--- src/rtl/connect_arb_pkg.sv ---
// Shared types and width helpers for the multi-channel request/indication connector.
package connect_arb_pkg;

    localparam int unsigned ENTRY_W = 32;

    typedef struct packed {
        logic [ENTRY_W-1:0] meth;
        logic [ENTRY_W-1:0] v;
    } entry_t;

    // ceil(log2(n)), never less than 1 so single-entry ranges still get a bit
    function automatic int unsigned clog2_min1(input int unsigned n);
        int unsigned r;
        r = 1;
        for (int unsigned i = 1; i < 32; i++) begin
            if ((32'd1 << i) < n) begin
                r = i + 1;
            end
        end
        return r;
    endfunction

endpackage

--- src/rtl/connect_chan_fifo.sv ---
// Per-channel DEPTH-entry FIFO holding {meth, v}; no write-through when full.
module connect_chan_fifo
    import connect_arb_pkg::*;
#(
    parameter int unsigned W     = 32,
    parameter int unsigned DEPTH = 4,
    localparam int unsigned PW   = clog2_min1(DEPTH),
    localparam int unsigned CW   = PW + 1
) (
    input  logic            clk_i,
    input  logic            rst_ni,
    input  logic            enq_i,
    input  logic [2*W-1:0]  data_i,
    input  logic            deq_i,
    output logic            empty_o,
    output logic [2*W-1:0]  head_o,
    output logic [CW-1:0]   count_o
);

    logic [2*W-1:0] mem_q [DEPTH];
    logic [PW-1:0]  rd_q, wr_q;
    logic [CW-1:0]  cnt_q;
    logic           do_enq_c, do_deq_c;

    // Fullness is judged on the pre-edge count, so a pop cannot make room this cycle
    assign do_enq_c = enq_i && (cnt_q != CW'(DEPTH));
    assign do_deq_c = deq_i && (cnt_q != '0);

    always_ff @(posedge clk_i) begin
        if (!rst_ni) begin
            rd_q  <= '0;
            wr_q  <= '0;
            cnt_q <= '0;
        end else begin
            if (do_enq_c) wr_q <= wr_q + PW'(1);
            if (do_deq_c) rd_q <= rd_q + PW'(1);
            cnt_q <= cnt_q + CW'(do_enq_c) - CW'(do_deq_c);
        end
    end

    always_ff @(posedge clk_i) begin
        if (do_enq_c) mem_q[wr_q] <= data_i;
    end

    assign empty_o = (cnt_q == '0);
    assign head_o  = mem_q[rd_q];
    assign count_o = cnt_q;

endmodule

--- src/rtl/connect_arb_fifo.sv ---
// CH buffered request channels merged round-robin onto one indication port.
module connect_arb_fifo
    import connect_arb_pkg::*;
#(
    parameter int unsigned W     = 32,
    parameter int unsigned DEPTH = 4,
    parameter int unsigned CH    = 2,
    localparam int unsigned CHW  = clog2_min1(CH)
) (
    input  logic            CLK,
    input  logic            nRST,
    input  logic [CH-1:0]   say__ENA,
    input  logic [CH*W-1:0] say_meth,
    input  logic [CH*W-1:0] say_v,
    output logic [CH-1:0]   say__RDY,
    output logic            ind_heard__ENA,
    output logic [W-1:0]    ind_heard_heard_meth,
    output logic [W-1:0]    ind_heard_heard_v,
    output logic [CHW-1:0]  ind_heard_heard_chan,
    input  logic            ind_heard__RDY,
    input  logic            rule_enable,
    output logic            rule_ready,
    output logic [31:0]     heard_count
);

    localparam int unsigned PW = clog2_min1(DEPTH);
    localparam int unsigned CW = PW + 1;

    logic [CH-1:0]  nonempty_c, deq_c;
    logic [CW-1:0]  cnt   [CH];
    logic [2*W-1:0] head  [CH];
    logic [CH-1:0]  empty;
    logic [CHW-1:0] last_grant_q, last_grant_d, grant_c;
    logic [31:0]    heard_count_q, heard_count_d;
    logic           any_ne_c, respond_rdy_c, fire_c;
    logic [2*W-1:0] head_sel_c;

    for (genvar c = 0; c < CH; c++) begin : g_chan
        connect_chan_fifo #(.W(W), .DEPTH(DEPTH)) u_fifo (
            .clk_i   (CLK),
            .rst_ni  (nRST),
            .enq_i   (say__ENA[c]),
            .data_i  ({say_meth[c*W +: W], say_v[c*W +: W]}),
            .deq_i   (deq_c[c]),
            .empty_o (empty[c]),
            .head_o  (head[c]),
            .count_o (cnt[c])
        );
        assign say__RDY[c]   = (cnt[c] != CW'(DEPTH));
        assign nonempty_c[c] = !empty[c];
        assign deq_c[c]      = fire_c && (grant_c == CHW'(c));
    end

    // First non-empty channel after the last winner, wrapping mod CH
    always_comb begin
        int unsigned idx;
        logic        found;
        grant_c = '0;
        found   = 1'b0;
        idx     = 0;
        for (int unsigned i = 1; i <= CH; i++) begin
            idx = (32'(last_grant_q) + i) % CH;
            if (!found && nonempty_c[CHW'(idx)]) begin
                grant_c = CHW'(idx);
                found   = 1'b1;
            end
        end
    end

    assign any_ne_c      = |nonempty_c;
    assign respond_rdy_c = any_ne_c && ind_heard__RDY;
    assign fire_c        = rule_enable && respond_rdy_c;
    assign head_sel_c    = any_ne_c ? head[grant_c] : '0;

    always_comb begin
        last_grant_d  = last_grant_q;
        heard_count_d = heard_count_q;
        if (fire_c) begin
            last_grant_d  = grant_c;
            heard_count_d = heard_count_q + 32'd1;
        end
    end

    always_ff @(posedge CLK) begin
        if (!nRST) begin
            last_grant_q  <= CHW'(CH - 1);
            heard_count_q <= '0;
        end else begin
            last_grant_q  <= last_grant_d;
            heard_count_q <= heard_count_d;
        end
    end

    assign rule_ready           = respond_rdy_c;
    assign ind_heard__ENA       = fire_c;
    assign ind_heard_heard_meth = head_sel_c[2*W-1:W];
    assign ind_heard_heard_v    = head_sel_c[W-1:0];
    assign ind_heard_heard_chan = any_ne_c ? grant_c : '0;
    assign heard_count          = heard_count_q;

endmodule

--- config.mk ---
export PLATFORM = sky130hd
export DESIGN_NAME = connect_arb_fifo
export DESIGN_NICKNAME = d
export VERILOG_FILES = /design/src/rtl/connect_arb_pkg.sv /design/src/rtl/connect_chan_fifo.sv /design/src/rtl/connect_arb_fifo.sv
export SDC_FILE = /design/constraint.sdc
export NUM_CORES = 1
export LEC_CHECK = 0
export CORE_MARGIN = 4
export CORE_UTILIZATION = 53
export DETAILED_ROUTE_END_ITERATION = 10
export PLACE_DENSITY = 0.79
export SLEW_MARGIN = 20
export SYNTH_ARGS = -nofsm -noshare
export SYNTH_HDL_FRONTEND = slang
export SYNTH_SLANG_ARGS = --single-unit
--- constraint.sdc ---
create_clock -name CLK -period 3.3 [get_ports CLK]
set_input_delay 0.66 -clock CLK [delete_from_list [all_inputs] [get_ports CLK]]
set_output_delay 0.66 -clock CLK [all_outputs]
set_load 0.05 [all_outputs]
==> metrics.log, run 1 <==
INFO  metric grt_antenna_before_repair = 10
INFO  metric postRouteWirelength = slightly above 50 mm
INFO  metric grt_use_total = about a quarter
INFO  metric run_status = finished, final reports clean
INFO  metric final_critical_path_setup_slack = 0.0528 ns
INFO  metric cts_tree = built
INFO  metric gp_congestion = 0.816
INFO  metric design.portCount = 235
INFO  metric via_per_inst = roughly 6
INFO  metric multi_input_area = 5370 um2
INFO  metric drt-wirelength-per-cell = 25.3 um
INFO  metric fill_cells = 2498
INFO  metric synthDistinctLibCells = 43
INFO  metric core-area = about 41000 um2
INFO  metric die-width = between 200 and 250 um
INFO  metric ff_latch_area = between 15000 and 20000 um2
INFO  metric cts_hold_repair.buffers = 0
INFO  metric dp_hpwl = slightly above 30 mm
INFO  metric fmaxAchievable = approximately 300 MHz
INFO  metric number_of_nets_in_the_layout = about 1600
INFO  metric timing.critical_path.required = 2.64 ns
INFO  metric synthToLayoutAreaGrowth = 28.0%
INFO  metric criticalPathCategory = reg2out
INFO  metric hold_viol = 0
INFO  metric vias = about 12000
INFO  metric clock-sinks = approximately 560
INFO  metric crit_path_end_kind = primary output
INFO  metric vias_in_the_first_global_route = ~13000
INFO  metric layout_common_cells = 512 x sky130_fd_sc_hd__edfxtp_1, 167 x sky130_fd_sc_hd__clkdlybuf4s50_1, 148 x sky130_fd_sc_hd__nand2_1, 128 x sky130_fd_sc_hd__mux4_2, 84 x sky130_fd_sc_hd__buf_12
INFO  metric fin_tns_setup = 0 ns
INFO  metric initial_core_util = 53.6%
INFO  metric drive_above_1_share = 25.3%
INFO  metric drc = 0
INFO  metric post-place-cells = roughly 1900
INFO  metric r2r_cells = 11
INFO  metric cts.htree.levels = 2
INFO  metric cts_max_path_buffers = 3
INFO  metric crit_arrival = approximately 2.6 ns
INFO  metric netlist_area = approximately 22000 um2
INFO  metric ys.flop_type = sky130_fd_sc_hd__edfxtp_1
INFO  metric root_buffer_cell = sky130_fd_sc_hd__clkbuf_16
INFO  metric cts.reportedPaths.clkPinSlew = 0.06 ns
INFO  metric setup.reg_to_reg.worst_slack = ~0.52 ns
INFO  metric r2r_end = g_chan[1].u_fifo.count_o[2]$_SDFF_PN0_
INFO  metric clock_latency = around 0.59 ns
INFO  metric most_common_cell_after_layout_fill_and_taps_aside = sky130_fd_sc_hd__edfxtp_1
INFO  metric num_cts_buffers = between 50 and 60
INFO  metric p_leak = around 9.1 nW
INFO  metric asyncSetResetFlopFracSynth = 0%
INFO  metric die_h = about 210 um
INFO  metric worst_hold_startpoint = heard_count[31]$_SDFFE_PN0N_
INFO  metric hold_path_end = heard_count[31]$_SDFFE_PN0N_
INFO  metric synth_seq_area_share = 74.9%
INFO  metric layout_worst_path_cycle_share = 98.4%
INFO  metric critical-path-slowest-cell = sky130_fd_sc_hd__or3_4
INFO  metric final_setup_skew = about 0.012 ns
INFO  metric dp_slack = around 0.22 ns
INFO  metric cp_slowest_stage_delay = roughly 0.43 ns
INFO  metric firstDrtPassIters = 7
INFO  metric pin_count_of_the_biggest_net_entering_global_routing = 43
INFO  metric yosysWarningCount = 0
INFO  metric layout.core_utilization = 68.6%
INFO  metric layout_min_cycle_time = between 3 and 4 ns
INFO  metric path_cells = or3_4, a21o_4, inv_4, bufbuf_16, nand2_1, a21oi_4, buf_12
INFO  metric worst_slew_margin_rel = between 40% and 50%
INFO  metric timing.critical_path.fanout_max = 21
INFO  metric cp-start-kind = register
INFO  metric min_path_cells = 2
INFO  metric seq_cells_post_synth = 563
INFO  metric worstMarginPinSlew = approximately 0.76 ns
INFO  metric drv.max_cap_violation_count = 0
INFO  metric grt_pass1_wl = between 70 and 80 mm
INFO  metric synth-edff-count = between 500 and 600
INFO  metric grt_remaining_overflow = 0
INFO  metric final_max_slew_viol_count = 0
INFO  metric drt-initial-drc-count = ~1500
INFO  metric r2r_path_start = g_chan[0].u_fifo.count_o[1]$_SDFF_PN0_
INFO  metric syn-num-nets = around 1300
INFO  metric cellPowerDensity = approximately 980 nW/um2
INFO  metric io_buffer_count = 234
INFO  metric netlist_instances = roughly 1200
INFO  metric ant_nets = 0
INFO  metric rsz0062_at_grt = yes
INFO  metric syn_area_per_cell = about 19 um2
INFO  metric irDropWorstVdd = just over 0.9 mV
INFO  metric finalSetupViolations = 0
INFO  metric holdCritPathClass = reg2reg
INFO  metric design.die.area = 44600 um2
INFO  metric final-instance-count-excl-fill = approximately 2000
INFO  metric floorplan.rows = 74
## timing repair
action,CTS,global route
gates cloned,2,0
gates resized for setup,37,10
pin swaps,2,1
endpoints found under the setup margin,64,14
endpoints found under the hold margin,0,0
buffers inserted,3,0
## state kept, by name (all words and copies together) (netlist names), named ones only
register and cells:
g_chan.u_fifo.count_o 6, g_chan.u_fifo.mem_q 512, g_chan.u_fifo.rd_q 4, g_chan.u_fifo.wr_q 4, heard_count 32, last_grant_q 1
## routing by layer
metal,global-route usage [%],wire length [um],up-vias
met5,0,93,-
met2,37.6,25600,563
li1,-,-,5263
met3,4.98,4030,92
met1,32.3,20400,6298
met4,7.58,1230,14
## through the flow
step	total power, W	hold slack [ns]	instance area (um2)
after global placement	0.0204	0.458	25800
after CTS	0.0277	0.480	27900
final	0.0275	0.484	28000
after floorplan	0.0149	0.449	21900
after detailed placement	0.0205	0.472	25800
after global routing	0.0285	0.520	28000
## worst max path at each step
stage                                           startpoint                                endpoint  slack (ns)  cells after the start
finish              g_chan[0].u_fifo.count_o[1]$_SDFF_PN0_                   ind_heard_heard_v[22]        0.05                      7
global route        g_chan[0].u_fifo.count_o[1]$_SDFF_PN0_                   ind_heard_heard_v[22]       -0.02                      7
CTS                 g_chan[0].u_fifo.count_o[1]$_SDFF_PN0_                ind_heard_heard_meth[22]      -0.005                      7
detailed placement                          ind_heard__RDY  g_chan[1].u_fifo.count_o[2]$_SDFF_PN0_        0.22                     11
global placement                            ind_heard__RDY  g_chan[1].u_fifo.count_o[2]$_SDFF_PN0_        0.29                     11
floorplan                                      say__ENA[0]  g_chan[0].u_fifo.mem_q[1][0]$_DFFE_PP_        0.26                      2
## synthesized netlist by cell type, drive strengths merged (5+ instances only)
master  number  area, um2
a21oi       84        420
or4         13       97.6
nand2b       9       56.3
nand3        6       30.0
and4         6       52.6
and2        15       93.8
xor2         7       61.3
inv         18       67.6
or3          7       43.8
nor4         7       43.8
edfxtp     512      15400
mux4       128       2880
nand4       10       62.6
o211ai       5       37.5
nand2      148        556
clkbuf      32        120
mux2i       10        100
ha          13        163
o31ai       13       97.6
dfxtp       51       1020
buf         30        153
xnor2        7       61.3
nor2        20       75.1
o21ai        8       43.8
## cells by family after synthesis
| family | count (synthesis) | share of synthesized area, % |
|---|---|---|
| adder cells (fa/ha/maj) | 15 | 0.926 |
| multiplexers | 138 | 13.6 |
| flip-flops | 563 | 74.9 |
| AND/OR/NAND/NOR | 247 | 5.27 |
| XOR/XNOR | 14 | 0.560 |
| buffers and inverters | 81 | 1.57 |
| AO/OA/AOI/OAI | 119 | 3.11 |
## cell type report
class                           instances  area share [%]
Timing Repair Buffer                  277            12.8
Clock inverter                         35            1.52
Sequential cell                       563            58.6
Tap cell                              532            2.38
Clock buffer                           65            5.20
Antenna cell                            4          0.0358
Inverter                               19           0.264
Multi-Input combinational cell        534            19.2
## report_power, final
part | total, W | leakage (nW) | switching [W] | internal (W)
registers | 0.00898 | 5.11 | 0.000324 | 0.00866
logic | 0.0120 | 3.06 | 0.00694 | 0.00508
clock network | 0.00655 | 0.918 | 0.00262 | 0.00392
## worst max-delay path: cells and delay by family (launching register included)
| kind | cells | cell delay (ns) |
|---|---|---|
| AO/OA/AOI/OAI | 2 | 0.47 |
| flip-flops | 1 | 0.35 |
| buffers and inverters | 3 | 0.60 |
| AND/OR/NAND/NOR | 2 | 0.55 |
(Power assumes the default switching activity.)
==> inputs of run 2 (changes only) <==
--- a/config.mk
+++ b/config.mk
@@ -9,6 +9,7 @@
 export CORE_UTILIZATION = 53
 export DETAILED_ROUTE_END_ITERATION = 10
 export PLACE_DENSITY = 0.79
+export SETUP_SLACK_MARGIN = 0.15
 export SLEW_MARGIN = 20
 export SYNTH_ARGS = -nofsm -noshare
 export SYNTH_HDL_FRONTEND = slang
==> metrics.log, run 2 (synthesis results as in run 1) <==
INFO  metric die_h = 211 um (unchanged)
INFO  metric cts_max_path_buffers = 3 (unchanged)
INFO  metric firstDrtPassIters = 6 (-1)
INFO  metric most_common_cell_after_layout_fill_and_taps_aside = sky130_fd_sc_hd__edfxtp_1
INFO  metric drive_above_1_share = 27.4% (+2.0 points)
INFO  metric core-area = 40800 um2 (unchanged)
INFO  metric min_path_cells = 2 (unchanged)
INFO  metric cts.reportedPaths.clkPinSlew = 0.06 ns (about the same)
INFO  metric dp_hpwl = 30.9 mm (unchanged)
INFO  metric holdCritPathClass = reg2reg
INFO  metric grt_pass1_wl = 78.7 mm (+0.88%)
INFO  metric largest_register_ffs = 512 (unchanged)
INFO  metric drc = 0 (unchanged)
INFO  metric crit_path_end_kind = primary output
INFO  metric hold_path_end = heard_count[31]$_SDFFE_PN0N_
INFO  metric final-instance-count-excl-fill = 2034 (+0.25%)
INFO  metric fin_tns_setup = 0 ns (unchanged)
INFO  metric postRouteWirelength = 52.4 mm (+1.8%)
INFO  metric worst_slew_margin_rel = 50.3% (+0.68 points)
INFO  metric fill_cells = 2477 (-0.84%)
INFO  metric drv.max_cap_violation_count = 0 (unchanged)
INFO  metric ff_latch_area = 16400 um2 (unchanged)
INFO  metric ant_nets = 0 (unchanged)
INFO  metric r2r_path_start = g_chan[0].u_fifo.count_o[1]$_SDFF_PN0_
INFO  metric fmaxAchievable = 323 MHz (+5.0%)
INFO  metric drt-initial-drc-count = 1504 (-2.7%)
INFO  metric timing.critical_path.required = 2.64 ns (about the same)
INFO  metric vias = 12300 (+0.31%)
INFO  metric initial_core_util = 53.6% (unchanged)
INFO  metric worstMarginPinSlew = 0.745 ns (-0.0103 ns)
INFO  metric gp_congestion = 0.816 (unchanged)
INFO  metric cp_slowest_stage_delay = 0.42 ns (about the same)
INFO  metric largest-register = g_chan.u_fifo.mem_q
INFO  metric grt_antenna_before_repair = 8 (-2)
INFO  metric design.die.area = 44600 um2 (unchanged)
INFO  metric run_status = finished, final reports clean
INFO  metric number_of_nets_in_the_layout = 1605 (+0.38%)
INFO  metric clock-sinks = 563 (unchanged)
INFO  metric r2r_cells = 11 (unchanged)
INFO  metric clock_latency = 0.60 ns (about the same)
INFO  metric worst_hold_startpoint = heard_count[31]$_SDFFE_PN0N_
INFO  metric via_per_inst = 6.03 (about the same)
INFO  metric cts.htree.levels = 2 (unchanged)
INFO  metric floorplan.rows = 74 (unchanged)
INFO  metric multi_input_area = 5460 um2 (+1.8%)
INFO  metric pin_count_of_the_biggest_net_entering_global_routing = 43 (unchanged)
INFO  metric io_buffer_count = 234 (unchanged)
INFO  metric cp-start-kind = register
INFO  metric grt_use_total = 23.5% (+0.26 points)
INFO  metric crit_arrival = 2.43 ns (-0.16 ns)
INFO  metric num_cts_buffers = 55 (unchanged)
INFO  metric layout_common_cells = 512 x sky130_fd_sc_hd__edfxtp_1, 167 x sky130_fd_sc_hd__clkdlybuf4s50_1, 146 x sky130_fd_sc_hd__nand2_1, 128 x sky130_fd_sc_hd__mux4_2, 86 x sky130_fd_sc_hd__buf_12
INFO  metric final_max_slew_viol_count = 0 (unchanged)
INFO  metric timing.critical_path.buf_inv = 3 (unchanged)
INFO  metric vias_in_the_first_global_route = 12600 (-0.032%)
INFO  metric design.portCount = 235 (unchanged)
INFO  metric timing.critical_path.fanout_max = 22 (+4.8%)
INFO  metric finalSetupViolations = 0 (unchanged)
INFO  metric path_cells = or3_4, a21o_4, clkinv_8, buf_12, nand2_1, a21oi_2, buf_12
INFO  metric post-place-cells = 1920 (unchanged)
INFO  metric hold_viol = 0 (unchanged)
INFO  metric layout_worst_path_cycle_share = 93.7% (-4.7 points)
INFO  metric grt_remaining_overflow = 0 (unchanged)
INFO  metric library_cell_appearing_most_often_on_the_critical_path = sky130_fd_sc_hd__buf_12
INFO  metric setup.reg_to_reg.worst_slack = 0.55 ns (+0.03 ns)
INFO  metric cellPowerDensity = 995 nW/um2 (+1.1%)
INFO  metric cts_tree = built
INFO  metric drt-wirelength-per-cell = 25.7 um (+1.6%)
INFO  metric p_leak = 9.15 nW (+0.70%)
INFO  metric critPathTopFamily = simple AND/OR/NAND/NOR gates
INFO  metric synthToLayoutAreaGrowth = 29.0%
INFO  metric layout_min_cycle_time = 3.09 ns (-0.156 ns)
INFO  metric criticalPathCategory = reg2out
INFO  metric critical-path-slowest-cell = sky130_fd_sc_hd__or3_4
INFO  metric rsz0062_at_grt = yes
INFO  metric die-width = 211 um (unchanged)
INFO  metric r2r_end = g_chan[1].u_fifo.count_o[2]$_SDFF_PN0_
INFO  metric irDropWorstVdd = 0.950 mV (+3.5%)
INFO  metric layout.core_utilization = 69.1% (+0.56 points)
INFO  metric root_buffer_cell = sky130_fd_sc_hd__clkbuf_16
INFO  metric final_setup_skew = 0.0122 ns (+0.000602 ns)
## run 2: cell count changes in the layout (fill, tap and decap cells not counted), sizes merged
cell,change
diode,-1
clkbuf,+1
bufbuf,-1
buf,+6
clkinv,+1
inv,-1
## run 2: stage by stage
step | area (um2) | hold WS [ns] | power (W) | setup slack [ns]
floorplan | 21900 | 0.449 | 0.0149 | 0.260
global placement | 25800 | 0.458 | 0.0204 | 0.290
detailed placement | 25800 | 0.472 | 0.0205 | 0.222
CTS | 28100 | 0.480 | 0.0280 | 0.0694
global route | 28200 | 0.520 | 0.0291 | 0.131
finish | 28200 | 0.485 | 0.0281 | 0.208
## run 2: what timing repair did
action                     CTS  global route
hold endpoints to repair     0             0
hold buffers                 0             0
pin swaps                    5             2
cloned                       3             1
buffers inserted             7             0
setup endpoints to repair   64            65
resized for setup           63            24
## run 2: cell type report
class | count | share of cell area (%)
clock inverters | 35 | 1.51
flip-flops and latches | 563 | 58.1
diodes | 3 | 0.0266
clock buffers | 65 | 5.16
repair buffers | 283 | 13.1
well taps | 532 | 2.36
inverters | 19 | 0.297
multi-input cells | 534 | 19.4
## run 2: worst min-delay path, delay by kind of cell, from the launching register on
kind	cells	cell delay, ns
flip-flops	1	0.33
AND/OR/NAND/NOR	1	0.06
multiplexers	1	0.05
## run 2: how the worst max path moves through the flow
stage                     cells after the start  slack (ns)                                      to                              startpoint
after floorplan                               2        0.26  g_chan[0].u_fifo.mem_q[1][0]$_DFFE_PP_                             say__ENA[0]
after global placement                       11        0.29  g_chan[1].u_fifo.count_o[2]$_SDFF_PN0_                          ind_heard__RDY
after detailed placement                     11        0.22  g_chan[1].u_fifo.count_o[2]$_SDFF_PN0_                          ind_heard__RDY
after CTS                                     5        0.07                   ind_heard_heard_v[24]  g_chan[1].u_fifo.count_o[2]$_SDFF_PN0_
after global routing                          7        0.13                ind_heard_heard_meth[14]  g_chan[0].u_fifo.count_o[1]$_SDFF_PN0_
final                                         7        0.21                    ind_heard_heard_v[4]  g_chan[0].u_fifo.count_o[1]$_SDFF_PN0_
## run 2: layer usage
layer	GRT usage [%]	wire, um	up-vias
li1	-	-	5262
met3	4.84	4500	95
met1	32.9	20500	6307
met5	0	111	-
met4	6.71	1210	16
met2	38.3	26000	588
## run 2: power by group
group	switching, W	leakage, nW	internal, W
clock network	0.00263	0.918	0.00392
registers	0.000290	5.11	0.00866
logic	0.00723	3.13	0.00535
